**src/rtl/player_motion_ctrl.sv**
```systemverilog
// Player movement sequencer: arbitrates the button code, merges rectangle blocking flags,
// and owns the player position/colour registers with hold-to-repeat stepping.
module player_motion_ctrl #(
    parameter int NUM_RECT      = 8,
    parameter int PW            = 12,
    parameter int PH            = 12,
    parameter int H_INIT        = 314,
    parameter int V_INIT        = 234,
    parameter int REPEAT_DELAY  = 8,
    parameter int REPEAT_PERIOD = 2,
    parameter int NUM_COLORS    = 4
) (
    input  logic                btnClk,
    input  logic                rst,
    input  logic [3:0]          btns,
    input  logic                color_btn,
    input  logic [NUM_RECT-1:0] up_block,
    input  logic [NUM_RECT-1:0] down_block,
    input  logic [NUM_RECT-1:0] left_block,
    input  logic [NUM_RECT-1:0] right_block,
    output logic [9:0]          player_hPos,
    output logic [9:0]          player_vPos,
    output logic [3:0]          player_color,
    output logic                step_pulse,
    output logic                blocked_pulse,
    output logic                busy
);

    localparam int CNT_MAX = (REPEAT_DELAY > REPEAT_PERIOD) ? REPEAT_DELAY : REPEAT_PERIOD;
    localparam int CW      = (CNT_MAX > 1) ? $clog2(CNT_MAX) : 1;

    localparam logic [9:0]    H_MAX       = 10'(640 - PW);
    localparam logic [9:0]    V_MAX       = 10'(480 - PH);
    localparam logic [9:0]    H_RESET     = 10'(H_INIT);
    localparam logic [9:0]    V_RESET     = 10'(V_INIT);
    localparam logic [CW-1:0] DELAY_LOAD  = CW'(REPEAT_DELAY - 1);
    localparam logic [CW-1:0] PERIOD_LOAD = CW'(REPEAT_PERIOD - 1);
    localparam logic [3:0]    COLOR_LAST  = 4'(NUM_COLORS - 1);

    localparam logic [3:0] BTN_UP    = 4'd8;
    localparam logic [3:0] BTN_DOWN  = 4'd4;
    localparam logic [3:0] BTN_RIGHT = 4'd2;
    localparam logic [3:0] BTN_LEFT  = 4'd1;

    typedef enum logic [1:0] {
        IDLE,
        STEP,
        SETTLE,
        WAIT
    } state_t;

    state_t        state, stateNext;
    logic [3:0]    dirQ, dirNext;
    logic          firstQ, firstNext;
    logic [CW-1:0] cnt, cntNext;
    logic [9:0]    hPosNext, vPosNext;
    logic          stepNext, blockedNext;
    logic          cbtnQ;

    logic upBlocked, downBlocked, leftBlocked, rightBlocked;
    logic reqValid, canMove;

    assign upBlocked    = |up_block;
    assign downBlocked  = |down_block;
    assign leftBlocked  = |left_block;
    assign rightBlocked = |right_block;

    assign reqValid = (btns == BTN_UP) || (btns == BTN_DOWN) ||
                      (btns == BTN_RIGHT) || (btns == BTN_LEFT);

    // Bounds are against elaboration-time constants, so the 10-bit subtract never underflows.
    always_comb begin
        canMove = 1'b0;
        case (dirQ)
            BTN_UP:    canMove = !upBlocked    && (player_vPos != '0);
            BTN_DOWN:  canMove = !downBlocked  && (player_vPos < V_MAX);
            BTN_LEFT:  canMove = !leftBlocked  && (player_hPos != '0);
            BTN_RIGHT: canMove = !rightBlocked && (player_hPos < H_MAX);
            default:   canMove = 1'b0;
        endcase
    end

    always_comb begin
        // NOTE: every output of this block gets a default first so no path infers a latch.
        stateNext   = state;
        dirNext     = dirQ;
        firstNext   = firstQ;
        cntNext     = cnt;
        hPosNext    = player_hPos;
        vPosNext    = player_vPos;
        stepNext    = 1'b0;
        blockedNext = 1'b0;

        case (state)
            IDLE: begin
                if (reqValid) begin
                    dirNext   = btns;
                    firstNext = 1'b1;
                    stateNext = STEP;
                end
            end
            STEP: begin
                if (canMove) begin
                    stepNext = 1'b1;
                    case (dirQ)
                        BTN_UP:    vPosNext = player_vPos - 10'd1;
                        BTN_DOWN:  vPosNext = player_vPos + 10'd1;
                        BTN_LEFT:  hPosNext = player_hPos - 10'd1;
                        BTN_RIGHT: hPosNext = player_hPos + 10'd1;
                        default:   ;
                    endcase
                end else begin
                    blockedNext = 1'b1;
                end
                stateNext = SETTLE;
            end
            SETTLE: begin
                if (btns == dirQ) begin
                    cntNext   = firstQ ? DELAY_LOAD : PERIOD_LOAD;
                    firstNext = 1'b0;
                    stateNext = WAIT;
                end else begin
                    stateNext = IDLE;
                end
            end
            WAIT: begin
                if (btns != dirQ) begin
                    stateNext = IDLE;
                end else if (cnt == '0) begin
                    stateNext = STEP;
                end else begin
                    cntNext = cnt - 1'b1;
                end
            end
            default: stateNext = IDLE;
        endcase
    end

    // NOTE: sequential state uses non-blocking assignments so all registers update together.
    always_ff @(posedge btnClk or posedge rst) begin
        if (rst) begin
            state         <= IDLE;
            dirQ          <= '0;
            firstQ        <= 1'b0;
            cnt           <= '0;
            player_hPos   <= H_RESET;
            player_vPos   <= V_RESET;
            step_pulse    <= 1'b0;
            blocked_pulse <= 1'b0;
        end else begin
            state         <= stateNext;
            dirQ          <= dirNext;
            firstQ        <= firstNext;
            cnt           <= cntNext;
            player_hPos   <= hPosNext;
            player_vPos   <= vPosNext;
            step_pulse    <= stepNext;
            blocked_pulse <= blockedNext;
        end
    end

    // Colour advances on each rising edge of color_btn, independent of the movement FSM.
    always_ff @(posedge btnClk or posedge rst) begin
        if (rst) begin
            cbtnQ        <= 1'b0;
            player_color <= '0;
        end else begin
            cbtnQ <= color_btn;
            if (color_btn && !cbtnQ) begin
                player_color <= (player_color == COLOR_LAST) ? 4'd0 : player_color + 4'd1;
            end
        end
    end

    assign busy = (state != IDLE);

endmodule

```
**config.mk**
```make
export PLATFORM = sky130hd
export DESIGN_NAME = player_motion_ctrl
export DESIGN_NICKNAME = d
export VERILOG_FILES = /design/src/rtl/player_motion_ctrl.sv
export SDC_FILE = /design/constraint.sdc
export NUM_CORES = 1
export LEC_CHECK = 0
export BUFFER_PORTS_ARGS = -buffer_cell sky130_fd_sc_hd__clkbuf_2
export CORE_ASPECT_RATIO = 2
export CORE_UTILIZATION = 31
export DETAILED_ROUTE_END_ITERATION = 10
export GPL_TIMING_DRIVEN = 0
export PLACE_DENSITY = 0.5
export SLEW_MARGIN = 20
export SYNTH_ARGS = -nofsm -noshare
export SYNTH_HDL_FRONTEND = slang
export SYNTH_SLANG_ARGS = --single-unit
export TNS_END_PERCENT = 5
```
**constraint.sdc**
```tcl
create_clock -name btnClk -period 3.9 [get_ports btnClk]
set_clock_uncertainty 0.15 [all_clocks]
set_input_delay 0.78 -clock btnClk [delete_from_list [all_inputs] [get_ports btnClk]]
set_output_delay 0.78 -clock btnClk [all_outputs]
set_load 0.01 [all_outputs]
```
==> metrics.md <==
| Metric | Value |
|---|---|
| Synth top area share | `0.262` |
| Synth-to-Final Area Change | `24.9%` |
| Critical path type | `flop to flop` |
| Period utilisation layout | `0.809` |
| Die Width | `66.5 µm` |
| Distinct cells, synth | `51` |
| Largest net degree at the start of global routing | `31` |
| TritonCTS clock tree | `done` |
| Clk sinks | `37` |
| Placeable core region | `8000 µm²` |
| WL/cell | `15.3 µm` |
| Ys Warns | `0` |
| Root Buffer | `clkbuf_16` |
| Pwr per Cell Area | `532 nW/µm²` |
| Final Hold Viols | `0` |
| Status | `finished clean` |
| Post-synthesis xor/xnor area fraction | `0.0815` |
| Final Max Slew Viols | `0` |
| Flip-flop and latch count after synthesis | `37` |
| Adder-cell share of the synthesized area | `0.108` |
| Power Total | `1.71 mW` |
| Main combinational cell family by area after synthesis | `simple AND/OR/NAND/NOR gates` |
| Mapped Avg Cell Area | `10.0 µm²` |
| WP data arrival | `3.16 ns` |
| Synth cell count leaders | `dfrtp_1 (27), ha_1 (19), nor2_1 (15), xnor2_1 (15), nor4_1 (14)` |
| Post_cts resized | `0` |
| Post-route ant nets | `0` |
| Die area | `8710 µm²` |
| CP Capture Type | `flop` |
| CP required | `3.90 ns` |
| Final HPWL DP | `5270 µm` |
| # diodes | `0` |
| # rows | `46` |
| Max_cap viols | `0` |
| Met3 wire len | `328 µm` |
| Final #Nets | `390` |
| Io pins | `66` |
| Starting DRT DRC Count | `60` |
| Post-synthesis compound-gate area fraction | `0.144` |
| Met2 WL post-DR | `3640 µm` |
| Post-synthesis instance area | `2580 µm²` |
| Mapped Nets | `317` |
| Worst hold path class | `primary input to async pin` |
| Post-Synth Simple-Gate Area | `0.178` |
| CP Max Fanout | `15` |
| Syn Inst Count | `257` |
| Slew headroom | `0.549` |
| Vias in the first global route | `2200` |
| DR DRC count | `0` |
| DR pass1 iterations | `4` |
| Mux cell area share after synthesis | `0.103` |
| Number of CTS-inserted buffers | `5` |
| Highest Signal Layer | `met4` |
| Post-CTS Hold Buffers | `0` |
| Final WL | `6510 µm` |
| RD Place Congestion | `0.797` |
| RSZ-0062 raised after global routing | `false` |
| Worst slew pin tran | `0.674 ns` |
| FFs w/ async S/R, synth | `1.00` |
| First-pass GRT wire length | `10700 µm` |
| Port-buffer cells | `65` |
| Worst skew pair latency | `0.28 ns` |
| GRT overflow | `0` |
| Most common cell in the netlist | `dfrtp_1` |
| Share of cells above drive strength 1 | `0.311` |
| Post-synth EDFFs | `0` |
| Leakage power | `1.53 nW` |
| Die Span Y | `131 µm` |
| Worst-path clk slew | `0.06 ns` |
| Via count | `2219` |
| # setup viols final | `0` |
| # H-tree levels | `2` |
| Fin crit period | `3.16 ns` |
| Fmax achieved | `0.317 GHz` |
| Longest Clk Path Bufs | `2` |
| GRT Total Usage | `0.167` |
| Met1 wire length | `2420 µm` |
| Worst vdd ir | `0.214 mV` |
| Predominant post-synthesis flop cell | `dfrtp_1` |
| Setup_tns | `0 ns` |
| Setup bufs post-CTS | `0` |
| Starting Density | `0.322` |
| Cell taking the most area after synthesis | `dfrtp_1` |
| Sequential-to-total area share from yosys stat | `0.364` |
| Initial antenna violation count | `1` |
| Vias per std cell | `5.20` |
| Area contributors post-synth | `dfrtp_1 (26%), dfstp_2 (10%), ha_1 (9.2%), xnor2_1 (5.1%), mux2_1 (4.8%)` |
| Type of origin of the critical path | `flop` |
logic make-up after synthesis:
family | count (synthesis)
AND/OR/NAND/NOR | 82
AO/OA/AOI/OAI | 56
flip-flops | 37
XOR/XNOR | 24
multiplexers | 22
adder cells (fa/ha/maj) | 21
buffers and inverters | 15
metal layers:
metal,vias up,track usage
li1,1101,-
met1,1044,0.167
met2,66,0.319
met3,8,0.0382
met4,0,0.0688
met5,-,0
path summary, 6_finish.rpt:
check | start | endpoint | slack (ns) | depth (start not counted)
max | dirQ[2] | player_hPos[9] | 0.74 | 9
min | rst | player_vPos[2] | 0.24 | 2
max reg2reg | dirQ[2] | player_hPos[9] | 0.74 | 9
min reg2reg | cnt[1] | cnt[1] | 0.33 | 1
max in group asynchronous | rst | player_hPos[1] | 2.88 | 3
min in group btnClk | cnt[1] | cnt[1] | 0.33 | 1
where the power goes:
group          total, mW  leakage (nW)  internal (mW)  switching (mW)
logic              0.717          1.02          0.331           0.386
registers          0.516         0.433          0.445          0.0704
clock network      0.481        0.0831          0.319           0.162
area by class of cell:
cell class | instances | area [µm²]
clock inverters | 2 | 37.5
well taps | 96 | 120
multi-input cells | 205 | 1580
inverters | 12 | 45.0
clock buffers | 6 | 139
repair buffers | 66 | 345
plain buffers | 3 | 13.8
fillers | 832 | 4780
flip-flops and latches | 37 | 938
placed cells by master, fill, tap and decap left out, types with 10 or more instances in the layout:
master / n
clkbuf_2: 65
dfrtp_1: 27
ha_1: 19
xnor2_1: 15
nor2_1: 15
nor4_1: 14
o21ai_0: 13
mux2_1: 11
nand3_1: 10
a21oi_1: 10
dfstp_2: 10
stage by stage:
stage	utilization	area [µm²]	hold slack, ns	setup slack [ns]	cells
final	0.403	3220	0.235	0.744	427
after global routing	0.403	3220	0.245	0.600	427
after CTS	0.403	3220	0.239	0.740	427
after detailed placement	0.381	3040	0.315	0.772	419
after global placement	0.378	3020	0.311	0.767	418
after floorplan	-	2580	0.300	1.13	257
registers in the layout, indices dropped and copies added, names as in the netlist:
name / count
blocked_pulse: 1
cbtnQ: 1
cnt: 3
dirQ: 4
firstQ: 1
player_color: 4
player_hPos: 10
player_vPos: 10
state: 2
step_pulse: 1
critical path: stages, from the launching register on:
cell,delay (ns)
dfrtp_1,0.44
or4b_1,0.51
buf_2,0.23
ha_1,0.32
a211oi_1,0.40
o211ai_1,0.24
a2111o_1,0.41
nand3_1,0.10
nor4_1,0.06
xor2_1,0.17
(Power assumes the default switching activity.)
